**config.mk**
```make
export PLATFORM = sky130hd
export DESIGN_NAME = stream_ingress
export DESIGN_NICKNAME = d
export VERILOG_FILES = /design/src/rtl/dilithium_pkg.sv /design/src/rtl/skid_buffer_64.sv /design/src/rtl/stream_ingress.sv
export SDC_FILE = /design/constraint.sdc
export NUM_CORES = 1
export LEC_CHECK = 0
export ABC_AREA = 1
export CORE_MARGIN = 2
export CORE_UTILIZATION = 45
export CTS_BUF_LIST = sky130_fd_sc_hd__clkbuf_4
export DETAILED_ROUTE_END_ITERATION = 10
export PLACE_DENSITY = 0.72
export SLEW_MARGIN = 10
export SYNTH_ARGS = -nofsm -noshare
export SYNTH_HDL_FRONTEND = slang
export SYNTH_HIERARCHICAL = 1
export SYNTH_SLANG_ARGS = --single-unit
export TNS_END_PERCENT = 10
```
**constraint.sdc**
```tcl
create_clock -name clk -period 3.1 [get_ports clk]
set_input_delay 0.93 -clock clk [delete_from_list [all_inputs] [get_ports clk]]
set_output_delay 0.93 -clock clk [all_outputs]
set_load 0.01 [all_outputs]
```
**src/rtl/dilithium_pkg.sv**
```systemverilog
// dilithium_pkg: mode and state encodings plus prefix lengths shared by the stream ingress
package dilithium_pkg;

    localparam logic [1:0] S_IDLE    = 2'd0;
    localparam logic [1:0] S_PREFIX  = 2'd1;
    localparam logic [1:0] S_MSG     = 2'd2;
    localparam logic [1:0] S_DISCARD = 2'd3;

    localparam logic [1:0] MODE_KEYGEN  = 2'd0;
    localparam logic [1:0] MODE_SIGN    = 2'd1;
    localparam logic [1:0] MODE_VERIFY  = 2'd2;
    localparam logic [1:0] MODE_INVALID = 2'd3;

    localparam logic [9:0] P_KEYGEN    = 10'd4;
    localparam logic [9:0] P_SIGN_L2   = 10'd318;
    localparam logic [9:0] P_SIGN_L3   = 10'd502;
    localparam logic [9:0] P_SIGN_L5   = 10'd610;
    localparam logic [9:0] P_VERIFY_L2 = 10'd467;
    localparam logic [9:0] P_VERIFY_L3 = 10'd656;
    localparam logic [9:0] P_VERIFY_L5 = 10'd899;

    function automatic logic lvl_ok(input logic [2:0] lvl);
        return lvl == 3'd2 || lvl == 3'd3 || lvl == 3'd5;
    endfunction

    // only meaningful when lvl_ok() holds; level 5 is the fallback encoding
    function automatic logic [9:0] prefix_len(input logic [1:0] mode, input logic [2:0] lvl);
        logic [9:0] s, v;
        s = lvl == 3'd2 ? P_SIGN_L2 : lvl == 3'd3 ? P_SIGN_L3 : P_SIGN_L5;
        v = lvl == 3'd2 ? P_VERIFY_L2 : lvl == 3'd3 ? P_VERIFY_L3 : P_VERIFY_L5;
        return mode == MODE_KEYGEN ? P_KEYGEN : mode == MODE_SIGN ? s : v;
    endfunction

endpackage

```
**src/rtl/skid_buffer_64.sv**
```systemverilog
// skid_buffer_64: two-entry 64-bit skid buffer between the ingress FSM and the core stream
module skid_buffer_64 (
    input  logic        clk,
    input  logic        rst,
    input  logic        load,
    input  logic [63:0] load_data,
    input  logic        take,
    output logic        valid,
    output logic [63:0] data,
    output logic        full_nxt,
    output logic        empty
);
    logic        skid_valid;
    logic [63:0] skid_data;

    assign empty    = !valid && !skid_valid;
    assign full_nxt = skid_valid ? !take : valid && !take && load;

    // output register refills from the skid entry first so word order is preserved
    always_ff @(posedge clk) begin
        if (!rst) begin
            valid      <= 1'b0;
            data       <= '0;
            skid_valid <= 1'b0;
            skid_data  <= '0;
        end else if (skid_valid) begin
            if (take) begin
                data       <= skid_data;
                skid_valid <= 1'b0;
            end
        end else if (!valid || take) begin
            valid <= load;
            if (load) data <= load_data;
        end else if (load) begin
            skid_valid <= 1'b1;
            skid_data  <= load_data;
        end
    end
endmodule

```
**src/rtl/stream_ingress.sv**
```systemverilog
// stream_ingress: frames host words (prefix + message) into a Dilithium core stream.
// Define STREAM_INGRESS_FRAME_CHECK_EN to enable framing checks and the err flag.
// CNT_W must be wide enough to hold the longest prefix (899).
module stream_ingress
    import dilithium_pkg::*;
#(
    parameter int CNT_W = 12
) (
    input  logic        clk,
    input  logic        rst,
    input  logic        start,
    input  logic [1:0]  mode,
    input  logic [2:0]  sec_lvl,
    input  logic        valid_i,
    output logic        ready_i,
    input  logic [63:0] data_i,
    input  logic        last_i,
    output logic        valid_o,
    input  logic        ready_o,
    output logic [63:0] data_o,
    output logic        busy,
    output logic        err
);
`ifdef STREAM_INGRESS_FRAME_CHECK_EN
    localparam logic FC = 1'b1;
`else
    localparam logic FC = 1'b0;
`endif

    logic [1:0]       state, state_nxt, mode_q;
    logic [2:0]       lvl_q;
    logic [CNT_W-1:0] cnt;
    logic             err_nxt, ready_nxt, hs, go, bad_cfg, at_p, fwd, skid_nxt, buf_empty;

    assign hs      = valid_i && ready_i;
    assign busy    = state != S_IDLE || !buf_empty;
    assign go      = start && !busy;
    assign bad_cfg = mode == MODE_INVALID || !lvl_ok(sec_lvl);
    assign at_p    = 32'(cnt) + 32'd1 == 32'(prefix_len(mode_q, lvl_q));

    // frame sequencing: which words are forwarded and where each handshake leads
    always_comb begin
        state_nxt = state;
        err_nxt   = err;
        fwd       = 1'b0;
        if (go) begin
            state_nxt = bad_cfg ? S_DISCARD : S_PREFIX;
            err_nxt   = FC && bad_cfg;
        end else if (state == S_PREFIX && hs) begin
            if (FC && last_i && !at_p) begin
                state_nxt = S_IDLE;
                err_nxt   = 1'b1;
            end else begin
                fwd = 1'b1;
                if (at_p && mode_q == MODE_KEYGEN) begin
                    state_nxt = FC && !last_i ? S_DISCARD : S_IDLE;
                    err_nxt   = err || (FC && !last_i);
                end else if (at_p) begin
                    state_nxt = FC && last_i ? S_IDLE : S_MSG;
                    err_nxt   = err || (FC && last_i);
                end
            end
        end else if (state == S_MSG && hs) begin
            fwd       = 1'b1;
            state_nxt = last_i ? S_IDLE : S_MSG;
        end else if (state == S_DISCARD && hs && last_i) begin
            state_nxt = S_IDLE;
        end
    end

    // host ready is registered: open in DISCARD, or in PREFIX/MSG while the skid entry stays free
    assign ready_nxt = state_nxt == S_DISCARD ||
                       ((state_nxt == S_PREFIX || state_nxt == S_MSG) && !skid_nxt);

    // state, latched configuration, saturating prefix counter and the ready/err flags
    always_ff @(posedge clk) begin
        if (!rst) begin
            state   <= S_IDLE;
            mode_q  <= '0;
            lvl_q   <= '0;
            cnt     <= '0;
            err     <= 1'b0;
            ready_i <= 1'b0;
        end else begin
            state   <= state_nxt;
            err     <= err_nxt;
            ready_i <= ready_nxt;
            if (go) begin
                mode_q <= mode;
                lvl_q  <= sec_lvl;
                cnt    <= '0;
            end else if (state == S_PREFIX && hs && cnt != '1) begin
                cnt <= cnt + CNT_W'(1);
            end
        end
    end

    skid_buffer_64 u_skid (
        .clk       (clk),
        .rst       (rst),
        .load      (fwd),
        .load_data (data_i),
        .take      (ready_o),
        .valid     (valid_o),
        .data      (data_o),
        .full_nxt  (skid_nxt),
        .empty     (buf_empty)
    );
endmodule

```
# ---- After elaboration in Yosys (flattened, before gate mapping)
# Cells that the tools add are included.
# W data, S select, Z words.
dict set report word_totals {
  regBits 150
  in_bits 75
  out_inout_bits 68
  wordCells 90
}
dict set report op_classes {
  add_sub_neg 2
  n_eq_ne 16
  n_mux 26
  bitwise_logic 3
  n_reduce_logical 34
}
# operator count
set op_table {}
lappend op_table {{$mux W64} 4}
lappend op_table {{$mux W10} 5}
lappend op_table {{$mux W2} 8}
lappend op_table {{$add A12 B1 Y13 const B} 1}
lappend op_table {{$eq A13 B10 Y1} 1}
lappend op_table {{$add A12 B1 Y12 const B} 1}
lappend op_table {{$eq A3 B2 Y1 const B} 4}
lappend op_table {{$logic_and A1 B1 Y1} 12}
lappend op_table {{$ne A12 B12 Y1 const B} 1}
lappend op_table {{$eq A2 B2 Y1 const B} 5}
lappend op_table {{$mux W9} 1}
lappend op_table {{$mux W1} 8}
lappend op_table {{$logic_not A1 Y1} 7}
lappend op_table {{$logic_or A1 B1 Y1} 7}
lappend op_table {{$eq A2 B1 Y1 const B} 3}
lappend op_table {{$reduce_and A3 Y1} 2}
lappend op_table {{$reduce_bool A2 Y1} 3}
lappend op_table {{$eq A3 B3 Y1 const B} 1}
lappend op_table {{$not A1 Y1} 3}
lappend op_table {{$logic_not A2 Y1} 1}
lappend op_table {{$ne A2 B2 Y1 const B} 1}
lappend op_table {{$reduce_and A2 Y1} 1}
lappend op_table {{$reduce_or A2 Y1} 1}

# ---- Longest topological paths before layout
dict set report depth {
  ltp_word 14
  mapped_depth 19
  depth_no_buf 19
}

# ---- By module
# Netlist, hierarchy kept.
# mod n_inst cells_each area_per_inst_um2 seq_area_each_um2
set modules_own_cells {}
lappend modules_own_cells {skid_buffer_64 1 906 5652.9 2602.5}
lappend modules_own_cells {stream_ingress 1 238 1450.1 400.4}

# ---- Worst setup path after synthesis
# Ideal clock, no wire load.
dict set report synth_path {
  path_type {input to register}
  startpoint {input valid_i}
  endpoint {register u_skid.skid_data[25]}
  setup_time_ns 0.116
  t_arrival_ns 2.234
  required_time_ns 2.984
  setup_slack_ns 0.750
  path_stages 11
  path_buffers 2
  cell_sequence {nand2_1 > nor3_1 > inv_1 > o21ai_0 > inv_1 > nor2_1 > nand2_1 > buf_2 > buf_2 > o21ai_0 > nor2_1}
}
dict set report synth_via {
  elab_chain_cells 6
  elab_cells_between_ends 7
  cone_classes {mux: 3; reduce/logical: 4}
}
# element line_no
set synth_rtl {}
lappend synth_rtl {{start: declaration} stream_ingress.sv:14} ;# input logic valid_i,
lappend synth_rtl {{$logic_and A1 B1 Y1 (*)} stream_ingress.sv:35} ;# assign hs = valid_i && ready_i;
lappend synth_rtl {{$logic_and A1 B1 Y1} stream_ingress.sv:63} ;# end else if (state == S_MSG && hs) begin
lappend synth_rtl {{$mux W1} stream_ingress.sv:63}
lappend synth_rtl {{$mux W1 (*)} stream_ingress.sv:49} ;# end else if (state == S_PREFIX && hs) begin
lappend synth_rtl {{$mux W1 (*)} stream_ingress.sv:46} ;# if (go) begin
lappend synth_rtl {{named net fwd} stream_ingress.sv:33} ;# logic err_nxt, ready_nxt, hs, go, bad_cfg, at_p, fwd, skid_nxt, buf_empty;
lappend synth_rtl {{$reduce_and A3 Y1 (no line) (*)} n/a}
lappend synth_rtl {{end signal: assignment} skid_buffer_64.sv:36} ;# skid_data <= load_data;
lappend synth_rtl {{end: declaration} skid_buffer_64.sv:14} ;# logic [63:0] skid_data;
# The timed path passes the listed nets; every way through them passes the cells marked *.
# A chain may end at the register's enable or synchronous reset.

# ---- Final worst setup path
dict set report layout_path {
  startpoint {register u_skid.valid}
  endpoint {output busy}
}
dict set report layout_via {
  elab_chain_cells 4
}
# element line_no
set layout_rtl {}
lappend layout_rtl {{start: declaration} skid_buffer_64.sv:8} ;# output logic valid,
lappend layout_rtl {{start signal: assignment} skid_buffer_64.sv:32} ;# valid <= load;
lappend layout_rtl {{$logic_not A1 Y1} skid_buffer_64.sv:16} ;# assign empty = !valid && !skid_valid;
lappend layout_rtl {{$logic_and A1 B1 Y1} skid_buffer_64.sv:16}
lappend layout_rtl {{named net buf_empty} stream_ingress.sv:33}
lappend layout_rtl {{$logic_not A1 Y1} stream_ingress.sv:36} ;# assign busy = state != S_IDLE || !buf_empty;
lappend layout_rtl {{$logic_or A1 B1 Y1} stream_ingress.sv:36}
lappend layout_rtl {{end: declaration} stream_ingress.sv:21} ;# output logic busy,
# The timed path passes the listed nets, and every way through them passes these cells.

==> run_results.csv <==
group,metric,value,unit
yosys,synth_cells,1144,
yosys,synthDistinctLibCells,27,
place,hpwl,11300,um
routing,dr.first_iter.drc_count,452,
yosys,synth_common_cells,"391 x nand2_1, 275 x nor2_1, 150 x dfxtp_1, 97 x inv_1, 77 x o21ai_0",
clock_tree,cts_resized,0,
critical_path,critPathCaptureType,"output port",
critical_path,critPathKind,"reg2out",
global_route,grt_pass1_wl,28200,um
finish,finalNetCount,1338,
finish,drive_above_1_share,6.60,%
clock_tree,numCtsBuffers,17,
sta,period_needed,2.57,ns
outcome,status,"finished clean",
power,switching_power,1.23,mW
routing,detail-route-antenna-nets,0,
yosys,synth_area,0.00710,mm^2
floorplan,ioPinCount,143,
power,intPower,2.95,mW
sta,tns,0,ns
place,port_buffers,141,
yosys,avgSynthCellArea,6.21,um^2
critical_path,path_cells,"nor2_1 > nand2_1 > clkdlybuf4s50_1",
clock_tree,htreeDepth,4,
floorplan,coreArea,0.0153,mm^2
power,p_per_area,466,mW/mm^2
clock_tree,clock-root-buffer,"clkbuf_4",
yosys,synth.most_common_cell,"nand2_1",
critical_path,crit_path_max_incr_delay,0.56,ns
clock_tree,tritoncts,"built",
routing,via_per_inst,4.61,
clock_tree,cts_setup_buffers,0,
sta,fin_crit_sh,82.8,%
critical_path,cp_top_family,"buffers and inverters",
yosys,synth_top_area_share,42.3,%
critical_path,arrival,1.64,ns
floorplan,rows,45,
power,p_leak,4.19,nW
routing,drtPass1Iterations,5,
yosys,synth-edff-count,0,
yosys,async_reset_ff_share,0,%
critical_path,critPathLaunchType,"register",
global_route,grt-ovfl-total,0,
finish,synthToLayoutAreaGrowth,26.2,%
yosys,seq_area_frac_synth,42.3,%
power,combPwrFrac,21.2,%
global_route,grt_use_total,20.8,%
yosys,syn-num-nets,1222,
floorplan,die-width,130,um
run,cap_viol_max_count,0,
yosys,synth_area_leaders,"dfxtp_1 42%, nand2_1 21%, nor2_1 15%",
place,gp_congestion,0.836,
clock_tree,clk_latency,0.54,ns
clock_tree,clk_path_buf_depth,2,
sta,setup_viol,0,
critical_path,crit_slowest_cell,"clkdlybuf4s50_1",
global_route,grt_max_degree,131,
power,total_power,4.18,mW
floorplan,initial_core_util,46.4,%
routing,totalWireLength,17100,um
power,clock_power_share,28.2,%
sta,rsz0062_at_grt,"false",
global_route,antenna_found_initial,1,
sta,finalHoldViolCount,0,
sta,slew_headroom,48.2,%
global_route,grt_pass1_vias,6024,
clock_tree,cts_hold_repair.buffers,0,
clock_tree,cts.sinks,150,
routing,post_drt_wl_per_cell,11.5,um
sta,slew_violations,0,
routing,drc,0,
finish,stdcell_count,1485,
floorplan,chipHeight,130,um
critical_path,critPathBufInv,1,
power,p_seq_share,50.6,%
yosys,synth-seq-cells,150,
place,placed_cells,1452,
yosys,synth-main-ff-cell,"dfxtp_1",
power,irDropWorstVdd,252,uV
hold_path,min_path_type,"reg2reg",
sta,worst_pin_slew,0.778,ns
clock_tree,clk_pin_slew,0.12,ns
sta,fmax,0.390,GHz
floorplan,dieArea,0.0168,mm^2
finish,fin_util,58.5,%
power,switching_share,29.3,%
sta,fin_skew,0.0196,ns
critical_path,critPathMaxFanout,4,
critical_path,required,2.17,ns
yosys,yosys.area.top_type,"dfxtp_1",
routing,vias,6844,
yosys,ys_warn_count,6,
==> final cells by class <==
class / instances / area, um^2
flip-flops and latches: 150 / 3000
repair buffers: 155 / 1580
well taps: 211 / 264
fillers: 1515 / 6350
multi-input cells: 830 / 3440
inverters: 106 / 400
clock inverters: 14 / 136
diodes: 1 / 2.50
clock buffers: 18 / 135
==> cell families (layout without fill, tap and decap cells) <==
kind of cell	after synthesis	in the layout	synth area share (%)
compound gates	111	111	7.98
fa+ha+maj	3	3	0.529
buf+inv	164	293	9.44
flops	150	150	42.3
other cells	1	2	0.0528
simple gates	715	715	39.7
==> path summary, 6_finish.rpt <==
kind / endpoint / start / cells after the start / slack (ns)
min reg2reg: lvl_q[1]$_SDFFE_PN0P_ / lvl_q[1]$_SDFFE_PN0P_ / 2 / 0.48
min: lvl_q[1]$_SDFFE_PN0P_ / lvl_q[1]$_SDFFE_PN0P_ / 2 / 0.48
max: busy / u_skid/valid$_SDFFE_PN0P_ / 3 / 0.53
max reg2reg: ready_i$_SDFF_PN0_ / lvl_q[1]$_SDFFE_PN0P_ / 18 / 0.74
==> tightest hold or removal path, delay by kind of cell, from the launching register on <==
kind	cells	cell delay (ns)
flip-flops	1	0.33
buffers and inverters	1	0.06
AO/OA/AOI/OAI	1	0.06
==> per-stage QoR <==
stage	worst slack [ns]	area (um^2)	hold slack [ns]
4_1_cts	0.453	8960	0.478
3_5_place_dp	0.190	8690	0.460
6_report	0.534	8960	0.477
3_3_place_gp	0.228	8690	0.459
2_1_floorplan	0.750	7100	0.443
5_1_grt	0.382	8960	0.504
==> power by group through the flow <==
| stage | Sequential, mW | Clock (mW) | Combinational, mW |
|---|---|---|---|
| 5_1_grt | 2.13 | 1.30 | 1.00 |
| 3_5_place_dp | 2.16 | 0 | 0.889 |
| 4_1_cts | 2.12 | 1.23 | 0.894 |
| 6_report | 2.11 | 1.18 | 0.888 |
| 2_1_floorplan | 2.19 | 0 | 0.450 |
| 3_3_place_gp | 2.16 | 0 | 0.878 |
==> state kept, by name (all words and copies together) (netlist names) <==
| register | cells |
|---|---|
| mode_q | 2 |
| lvl_q | 3 |
| u_skid/skid_data | 64 |
| u_skid/data | 64 |
| state | 2 |
| cnt | 12 |
| ready_i | 1 |
| u_skid/skid_valid | 1 |
| u_skid/valid | 1 |
==> routing by layer <==
metal  global-route usage [%]  wire length, um  share of wire (%)
met5                        0                0                  0
met4                     5.69              106               0.62
met3                     6.36             1110                6.5
met2                     34.3             7910                 46
met1                     26.6             8000                 47
==> cells in the final DEF (no fill, tap or decap), types with 2 or more instances in the layout <==
cell / n
nor2_4: 3
buf_12: 5
dfxtp_1: 149
nand2_1: 390
clkbuf_4: 18
inv_1: 97
nor2_2: 7
clkinv_2: 8
clkinv_1: 3
a31oi_1: 2
a21oi_1: 21
nor2_1: 275
clkdlybuf4s50_1: 140
bufinv_16: 2
nand3_1: 17
nand2_2: 13
nand3_2: 5
inv_2: 5
nor3_1: 2
buf_4: 10
ha_1: 3
clkinv_4: 4
o21ai_1: 8
o21ai_0: 77
Power figures use the tool's default switching activity.
